## src/rtl/demux_dispatch_ctrl.sv

```systemverilog
// One-word dispatch controller for the 1-to-4 demux: accepts a word and steers it
// to an addressed or round-robin channel, rerouting stalled round-robin words on timeout.
//
// state | meaning
// IDLE  | no word held, in_ready=1
// SEND  | word held, strobing out_valid[out_ch] until transfer
module demux_dispatch_ctrl #(
  parameter int WIDTH   = 8,
  parameter int TIMEOUT = 15
) (
  input  logic             clk,
  input  logic             rst,
  input  logic             mode,
  input  logic             in_valid,
  input  logic [1:0]       in_sel,
  input  logic [WIDTH-1:0] in_data,
  output logic             in_ready,
  output logic [3:0]       out_valid,
  output logic [WIDTH-1:0] out_data,
  input  logic [3:0]       out_ready,
  output logic [1:0]       out_ch,
  output logic             reroute
);

  typedef enum logic {IDLE = 1'b0, SEND = 1'b1} state_t;

  localparam logic [7:0] WAIT_TC = 8'(TIMEOUT - 1);

  state_t           state_q, state_d;
  logic [WIDTH-1:0] data_q, data_d;
  logic [1:0]       ch_q, ch_d;
  logic [1:0]       rr_ptr_q, rr_ptr_d;
  logic [7:0]       wait_cnt_q, wait_cnt_d;
  logic             mode_q, mode_d;
  logic             reroute_q, reroute_d;
  logic             xfer;

  always_ff @(posedge clk) begin
    if (rst) begin
      state_q    <= IDLE;
      data_q     <= '0;
      ch_q       <= 2'd0;
      rr_ptr_q   <= 2'd0;
      wait_cnt_q <= 8'd0;
      mode_q     <= 1'b0;
      reroute_q  <= 1'b0;
    end else begin
      state_q    <= state_d;
      data_q     <= data_d;
      ch_q       <= ch_d;
      rr_ptr_q   <= rr_ptr_d;
      wait_cnt_q <= wait_cnt_d;
      mode_q     <= mode_d;
      reroute_q  <= reroute_d;
    end
  end

  // Only the target channel's ready bit can complete a transfer.
  assign xfer = (state_q == SEND) && out_ready[ch_q];

  always_comb begin
    state_d    = state_q;
    data_d     = data_q;
    ch_d       = ch_q;
    rr_ptr_d   = rr_ptr_q;
    wait_cnt_d = wait_cnt_q;
    mode_d     = mode_q;
    reroute_d  = 1'b0;
    case (state_q)
      IDLE: begin
        if (in_valid) begin
          data_d     = in_data;
          mode_d     = mode;
          ch_d       = mode ? rr_ptr_q : in_sel;
          wait_cnt_d = 8'd0;
          state_d    = SEND;
        end
      end
      SEND: begin
        if (xfer) begin
          state_d = IDLE;
          if (mode_q) rr_ptr_d = ch_q + 2'd1;
        end else if (mode_q && (wait_cnt_q == WAIT_TC)) begin
          // Transfer has priority; timeout only moves an untaken word.
          ch_d       = ch_q + 2'd1;
          wait_cnt_d = 8'd0;
          reroute_d  = 1'b1;
        end else begin
          wait_cnt_d = wait_cnt_q + 8'd1;
        end
      end
      default: state_d = IDLE;
    endcase
  end

  assign in_ready  = (state_q == IDLE);
  assign out_valid = (state_q == SEND) ? (4'b0001 << ch_q) : 4'b0000;
  assign out_data  = data_q;
  assign out_ch    = ch_q;
  assign reroute   = reroute_q;

endmodule

```

## config.mk

```make
export PLATFORM = sky130hd
export DESIGN_NAME = demux_dispatch_ctrl
export DESIGN_NICKNAME = d
export VERILOG_FILES = /design/src/rtl/demux_dispatch_ctrl.sv
export SDC_FILE = /design/constraint.sdc
export NUM_CORES = 1
export LEC_CHECK = 0
export ABC_AREA = 1
export BUFFER_PORTS_ARGS = -buffer_cell sky130_fd_sc_hd__buf_2
export CORE_UTILIZATION = 47
export CTS_CLUSTER_SIZE = 10
export DETAILED_ROUTE_END_ITERATION = 12
export PLACE_DENSITY = 0.75
export SKIP_LAST_GASP = 1
export SLEW_MARGIN = 0
export SYNTH_ARGS = -nofsm -noshare
export SYNTH_HDL_FRONTEND = slang
export SYNTH_SLANG_ARGS = --single-unit
```

## constraint.sdc

```tcl
create_clock -name clk -period 1.2 [get_ports clk]
set_input_delay 0.06 -clock clk [delete_from_list [all_inputs] [get_ports clk]]
set_output_delay 0.06 -clock clk [all_outputs]
set_load 0.02 [all_outputs]
```

==> results of run 1 <==
## routing by layer
layer  share of wire  vias up  track usage
met1            0.40      721        0.289
met5               0        -            0
li1                -      753            -
met3           0.046       18       0.0639
met2            0.51       61        0.534
met4           0.037        0       0.0897
## power groups by stage
stage	logic [mW]	registers [mW]	clock network, mW
floorplan	0.228	0.894	0
global placement	0.433	0.856	0
detailed placement	0.438	0.855	0
CTS	0.514	0.842	0.400
global route	0.646	0.851	0.437
finish	0.600	0.846	0.402
## per-stage QoR
stage / hold slack [ns] / setup TNS [ns]
after global placement: 0.283 / -0.0643
after floorplan: 0.132 / 0
after CTS: 0.0211 / -0.717
final: 0.0214 / -1.57
after detailed placement: 0.288 / -0.258
after global routing: 0.00663 / -2.63
## cell type report
class,count,share of cell area
Tap cell,30,0.0183
Sequential cell,23,0.233
Multi-Input combinational cell,143,0.437
Clock inverter,1,0.00366
Timing Repair Buffer,67,0.244
Clock buffer,3,0.0110
Inverter,27,0.0543
## cell usage after synthesis
master	instances
sky130_fd_sc_hd__nor2_1	43
sky130_fd_sc_hd__nand3_4	1
sky130_fd_sc_hd__nand3_1	16
sky130_fd_sc_hd__nand3_2	2
sky130_fd_sc_hd__o21ai_1	3
sky130_fd_sc_hd__buf_2	2
sky130_fd_sc_hd__nand2_2	5
sky130_fd_sc_hd__ha_1	6
sky130_fd_sc_hd__clkinv_1	1
sky130_fd_sc_hd__nor2_2	1
sky130_fd_sc_hd__nand2_4	2
sky130_fd_sc_hd__buf_4	1
sky130_fd_sc_hd__buf_6	1
sky130_fd_sc_hd__o211ai_1	2
sky130_fd_sc_hd__inv_2	2
sky130_fd_sc_hd__nand4_1	3
sky130_fd_sc_hd__nand2_1	40
sky130_fd_sc_hd__o21ai_0	14
sky130_fd_sc_hd__nor3_1	2
sky130_fd_sc_hd__clkbuf_2	1
sky130_fd_sc_hd__dfxtp_1	23
sky130_fd_sc_hd__a21oi_1	2
sky130_fd_sc_hd__inv_1	24
sky130_fd_sc_hd__o21bai_1	1
## cell families (layout without fill, tap and decap cells)
kind of cell	after synthesis	in the layout	share of synthesized area
buffers and inverters	32	98	0.103
AND/OR/NAND/NOR	115	115	0.397
adder cells (fa/ha/maj)	6	6	0.0575
flip-flops	23	23	0.352
AO/OA/AOI/OAI	22	22	0.0900
## registers in the layout, indices dropped and copies added, names as in the netlist
| register | flops |
|---|---|
| reroute | 1 |
| wait_cnt_q | 8 |
| out_data | 8 |
| state_q | 1 |
| out_ch | 2 |
| mode_q | 1 |
| rr_ptr_q | 2 |
## worst max-delay path: stages (launching register included)
cell and delay, ns:
sky130_fd_sc_hd__dfxtp_4 0.40, sky130_fd_sc_hd__inv_4 0.05, sky130_fd_sc_hd__buf_6 0.12, sky130_fd_sc_hd__nand2_4 0.06, sky130_fd_sc_hd__nand3_4 0.11, sky130_fd_sc_hd__nand2_4 0.12, sky130_fd_sc_hd__nand2_4 0.07, sky130_fd_sc_hd__nand2_4 0.10
sky130_fd_sc_hd__nand2_2 0.08, sky130_fd_sc_hd__nor2_1 0.10, sky130_fd_sc_hd__nor2_1 0.05
## cell usage in the layout, fill, tap and decap left out, types with 4 or more instances in the layout
master	count
sky130_fd_sc_hd__nand2_2	8
sky130_fd_sc_hd__nor2_1	40
sky130_fd_sc_hd__dfxtp_4	4
sky130_fd_sc_hd__buf_4	19
sky130_fd_sc_hd__nand2_4	10
sky130_fd_sc_hd__dlygate4sd3_1	9
sky130_fd_sc_hd__dfxtp_1	18
sky130_fd_sc_hd__ha_4	5
sky130_fd_sc_hd__nand3_1	15
sky130_fd_sc_hd__buf_2	29
sky130_fd_sc_hd__buf_6	9
sky130_fd_sc_hd__inv_2	6
sky130_fd_sc_hd__o21ai_0	12
sky130_fd_sc_hd__nand2_1	29
sky130_fd_sc_hd__inv_1	17
## repair_timing
action                                  in CTS  in global routing
pin swaps                                    9                 14
resized for setup                           26                 47
buffers inserted                             4                  2
hold endpoints to repair                    12                  0
hold buffers                                 9                  0
endpoints found under the setup margin      11                 18
## worst min path at each step
stage	startpoint	endpoint	depth (start not counted)
2_1_floorplan	rst	rr_ptr_q[0]	1
3_3_place_gp	in_data[4]	out_data[4]	3
3_5_place_dp	in_data[3]	out_data[3]	3
4_1_cts	mode	mode_q	3
5_1_grt	mode	mode_q	3
6_report	mode	mode_q	3
==> metrics.txt, run 1 <==
status=complete, but fails checks; violated checks=setup timing; logic gate share of total power=0.325; r2r worst-path depth=10; total design power=between 1.5 and 2 mW; core utilization of the finished layout=0.805; diode insertion count for antenna repair=0; pin count of the biggest net entering global routing=16; synthesized area per cell=6.60 um2; Netlist Area Pre-Place=1310 um2; Iteration-0 DRC Markers=41; register share of total power=0.457; vias in the first global route=roughly 1,400; final RePlAce weighted congestion=about 0.84; leading cell types by total area after synthesis=sky130_fd_sc_hd__dfxtp_1 35%, sky130_fd_sc_hd__nor2_1 12%, sky130_fd_sc_hd__nand2_1 11%, sky130_fd_sc_hd__inv_1 6.9%, sky130_fd_sc_hd__nand3_1 6.1%; P_int=between 1 and 1.5 mW; I/O Buffers=33; first-pass iteration count of the detailed router=4; later-pin clock latency in the skew report=0.34 ns; ports placed on the boundary=34; Post-Synthesis Cells=198; final-report max-slew violation count=0; setup violation total in the final timing report=18; final non-filler cell area=2050 um2; Slew headroom=0.834; Psw=around 0.66 mW; floorplan die area=2990 um2; WL final=4340 um; number of flip-flops and latches in the synthesized netlist=23; worst IR drop on VDD=0.00107 V; Post-Synthesis Net Count=222; timing endpoint of the critical path=out_ch[1]; worst slew pin tran=about 0.25 ns; worst min-delay path class=primary input to register; clock share of power=0.218; CTS H-Tree Depth=1; number of placement rows=18; Longest Clk Path Bufs=2; final critical-path required period=1.37 ns; reg-to-reg setup timing slack=-0.17 ns; clock input transition at the sequential cells of the worst setup and hold paths=0.15 ns; library cells used by synthesis=24; clock tree from TritonCTS=done; Critical Path Start=out_ch[0]; Layout fillers=about 170; initial core utilization=0.513; net switching share of the total power=0.358; Nets=289; Total Routing Usage GR=0.278; type of origin of the critical path=register; library cell occupying the most area in the post-synthesis netlist=sky130_fd_sc_hd__dfxtp_1; setup ws final=-0.168 ns; Antenna Nets Post-Route=0; DR vias/cell=5.28; crit end category=register; multi-input combinational cell area=895 um2; drt drc=0; highest fanout seen on the critical path=4; total power divided by cell area=902 nW/um2; Final Hold Fails=0; number of cells in the finished layout apart from fillers=294; static leakage=slightly above 1 nW; top cell type's share of synthesized area=0.352; core outline area=2540 um2; aggregate global routing overflow=0; post-DR wirelength/cell=14.7 um; final HPWL from detailed placement=around 2300 um; synthesis-to-layout area growth=56.9%; placed cell count=approximately 280; post-route clock skew=0.0128 ns; required time reported for the critical path endpoint=1.44 ns; number of clock buffers inserted by TritonCTS=3; buffer cell driving the clock tree root=sky130_fd_sc_hd__clkbuf_4; period utilization=1.14; synthesis warning total=0; sequential-to-total area share from yosys stat=0.352; endpoint of the lowest-slack register-to-register path=out_ch[1]; fmax=0.731 GHz; Register Area=477 um2; number of antenna violations at the first check in global routing=0; class of the most critical setup path=register to register; dpl cell area=1630 um2; layout cell share with drive strength beyond 1=0.420; pre-CTS setup slack=-0.0882 ns; vertical die dimension=about 55 um; width of the die=54.7 um; reg2reg start=out_ch[0]; number of max-cap violations=0; arrival time at the worst endpoint=1.61 ns; vias=about 1,600; wire length of the first global-routing pass=between 5000 and 6000 um; setup repair after global routing missed its margin=true; CTS sink count=23
Note: power is estimated with default switching activity, not from simulation.
==> run 2, diff against run 1 <==
- CORE_UTILIZATION: 47 -> 30
- PLACE_DENSITY: 0.75 -> default
==> metrics.txt, run 2 (synthesis gave the netlist of run 1 again) <==
pin count of the biggest net entering global routing=15; total power divided by cell area=966 nW/um2; aggregate global routing overflow=0; worst hold path cell count=3; Iteration-0 DRC Markers=76; ports placed on the boundary=34; I/O Buffers=33; final critical-path required period=1.30 ns; clock input transition at the sequential cells of the worst setup and hold paths=0.09 ns; worst min-delay path class=primary input to register; Slew headroom=0.761; width of the die=68.0 um; vias=1,435; number of placement rows=23; violated checks=setup timing; vertical die dimension=68.0 um; Final Hold Fails=0; number of max-cap violations=0; setup repair after global routing missed its margin=true; setup violation total in the final timing report=14; Longest Clk Path Bufs=2; final HPWL from detailed placement=2450 um; Antenna Nets Post-Route=0; highest fanout seen on the critical path=5; diode insertion count for antenna repair=0; CTS H-Tree Depth=1; CTS sink count=23; most common library cell in the layout ignoring fill and taps=sky130_fd_sc_hd__nor2_1; buffer cell driving the clock tree root=sky130_fd_sc_hd__clkbuf_8; arrival time at the worst endpoint=~1.5 ns; Total Routing Usage GR=0.160; wire length of the first global-routing pass=5610 um; required time reported for the critical path endpoint=1.37 ns; period utilization=1.09; class of the most critical setup path=register to register; static leakage=0.973 nW; later-pin clock latency in the skew report=between 0.2 and 0.3 ns; core outline area=just over 4000 um2; setup ws final=-0.104 ns; initial core utilization=0.320; top library cells by usage in the layout, fill and taps aside=41 x sky130_fd_sc_hd__nor2_1, 34 x sky130_fd_sc_hd__nand2_1, 30 x sky130_fd_sc_hd__buf_2; Nets=~280; floorplan die area=4620 um2; post-DR wirelength/cell=11.2 um; clock tree from TritonCTS=done; drt drc=0; first-pass iteration count of the detailed router=4; worst slew pin tran=between 0.3 and 0.4 ns; r2r worst-path depth=10; worst IR drop on VDD=around 0.00084 V; post-route clock skew=0.00435 ns; type of origin of the critical path=register; number of cells in the finished layout apart from fillers=308; WL final=about 3500 um; number of clock buffers inserted by TritonCTS=3; status=complete, but fails checks; final-report max-slew violation count=0; DR vias/cell=between 4 and 5; layout cell share with drive strength beyond 1=0.419; synthesis-to-layout area growth=50.9%; tightest hold margin=approximately 0.012 ns; fmax=0.767 GHz; placed cell count=between 200 and 300; Setup TNS Final=-0.637 ns; crit end category=register; final RePlAce weighted congestion=around 0.93; number of antenna violations at the first check in global routing=0; vias in the first global route=1,256
[run 2: cell count changes in the layout (fill, tap and decap cells not counted), sizes merged]
cell,before,now
buf,58,61
dlygate4sd3,9,0
[run 2: metrics by stage]
stage / power (mW) / util / cell area (um2) / setup slack, ns
final: 1.90 / 0.482 / 1970 / -0.104
after detailed placement: 1.30 / 0.408 / 1670 / -0.0703
after CTS: 1.85 / 0.451 / 1840 / -0.0519
after global placement: 1.30 / 0.408 / 1670 / -0.0696
after global routing: 2.00 / 0.482 / 1970 / -0.165
after floorplan: 1.12 / - / 1310 / 0.00376
[run 2: what timing repair did]
action	4_1_cts	5_1_grt
setup endpoints to repair	11	18
hold buffers	0	0
buffers inserted	7	0
gates resized for setup	25	35
hold endpoints to repair	0	0
pin swaps	5	8
[run 2: layout make-up]
type                       count  area (um2)
fill                         418        2120
multi-input combinational    143         857
timing repair buffer          61         413
clock buffer                   3        41.3
clock inverter                 1        7.51
sequential                    23         480
inverter                      27         109
tap                           50        62.6
[run 2: worst max-delay path, stage by stage, from the launching register on]
cell,delay (ns)
sky130_fd_sc_hd__dfxtp_4,0.39
sky130_fd_sc_hd__inv_6,0.05
sky130_fd_sc_hd__buf_6,0.11
sky130_fd_sc_hd__nand2_4,0.06
sky130_fd_sc_hd__nand3_4,0.10
sky130_fd_sc_hd__nand2_4,0.10
sky130_fd_sc_hd__nand2_4,0.08
sky130_fd_sc_hd__nand2_8,0.10
sky130_fd_sc_hd__nand2_4,0.06
sky130_fd_sc_hd__nor2_1,0.10
sky130_fd_sc_hd__nor2_1,0.05
[run 2: path summary, 6_finish.rpt]
kind          startpoint     endpoint  slack, ns
max            out_ch[0]    out_ch[1]      -0.10
min           in_data[0]  out_data[0]       0.01
max reg2reg    out_ch[0]    out_ch[1]      -0.10
min reg2reg  out_data[6]  out_data[6]       0.52
[run 2: per-layer routing]
metal / track usage / vias to the layer above / wire, um
met1: 0.219 / 636 / 1670
met4: 0.0495 / 0 / 30
met5: 0 / - / 0
met3: 0.0417 / 4 / 207
met2: 0.243 / 51 / 1550
li1: - / 744 / -
[run 2: power by group]
group	internal [mW]	total, mW	leakage [nW]	switching (mW)
Clock	0.235	0.502	0.0217	0.267
Sequential	0.807	0.850	0.193	0.0434
Combinational	0.238	0.552	0.758	0.314
Total	1.28	1.90	0.973	0.624
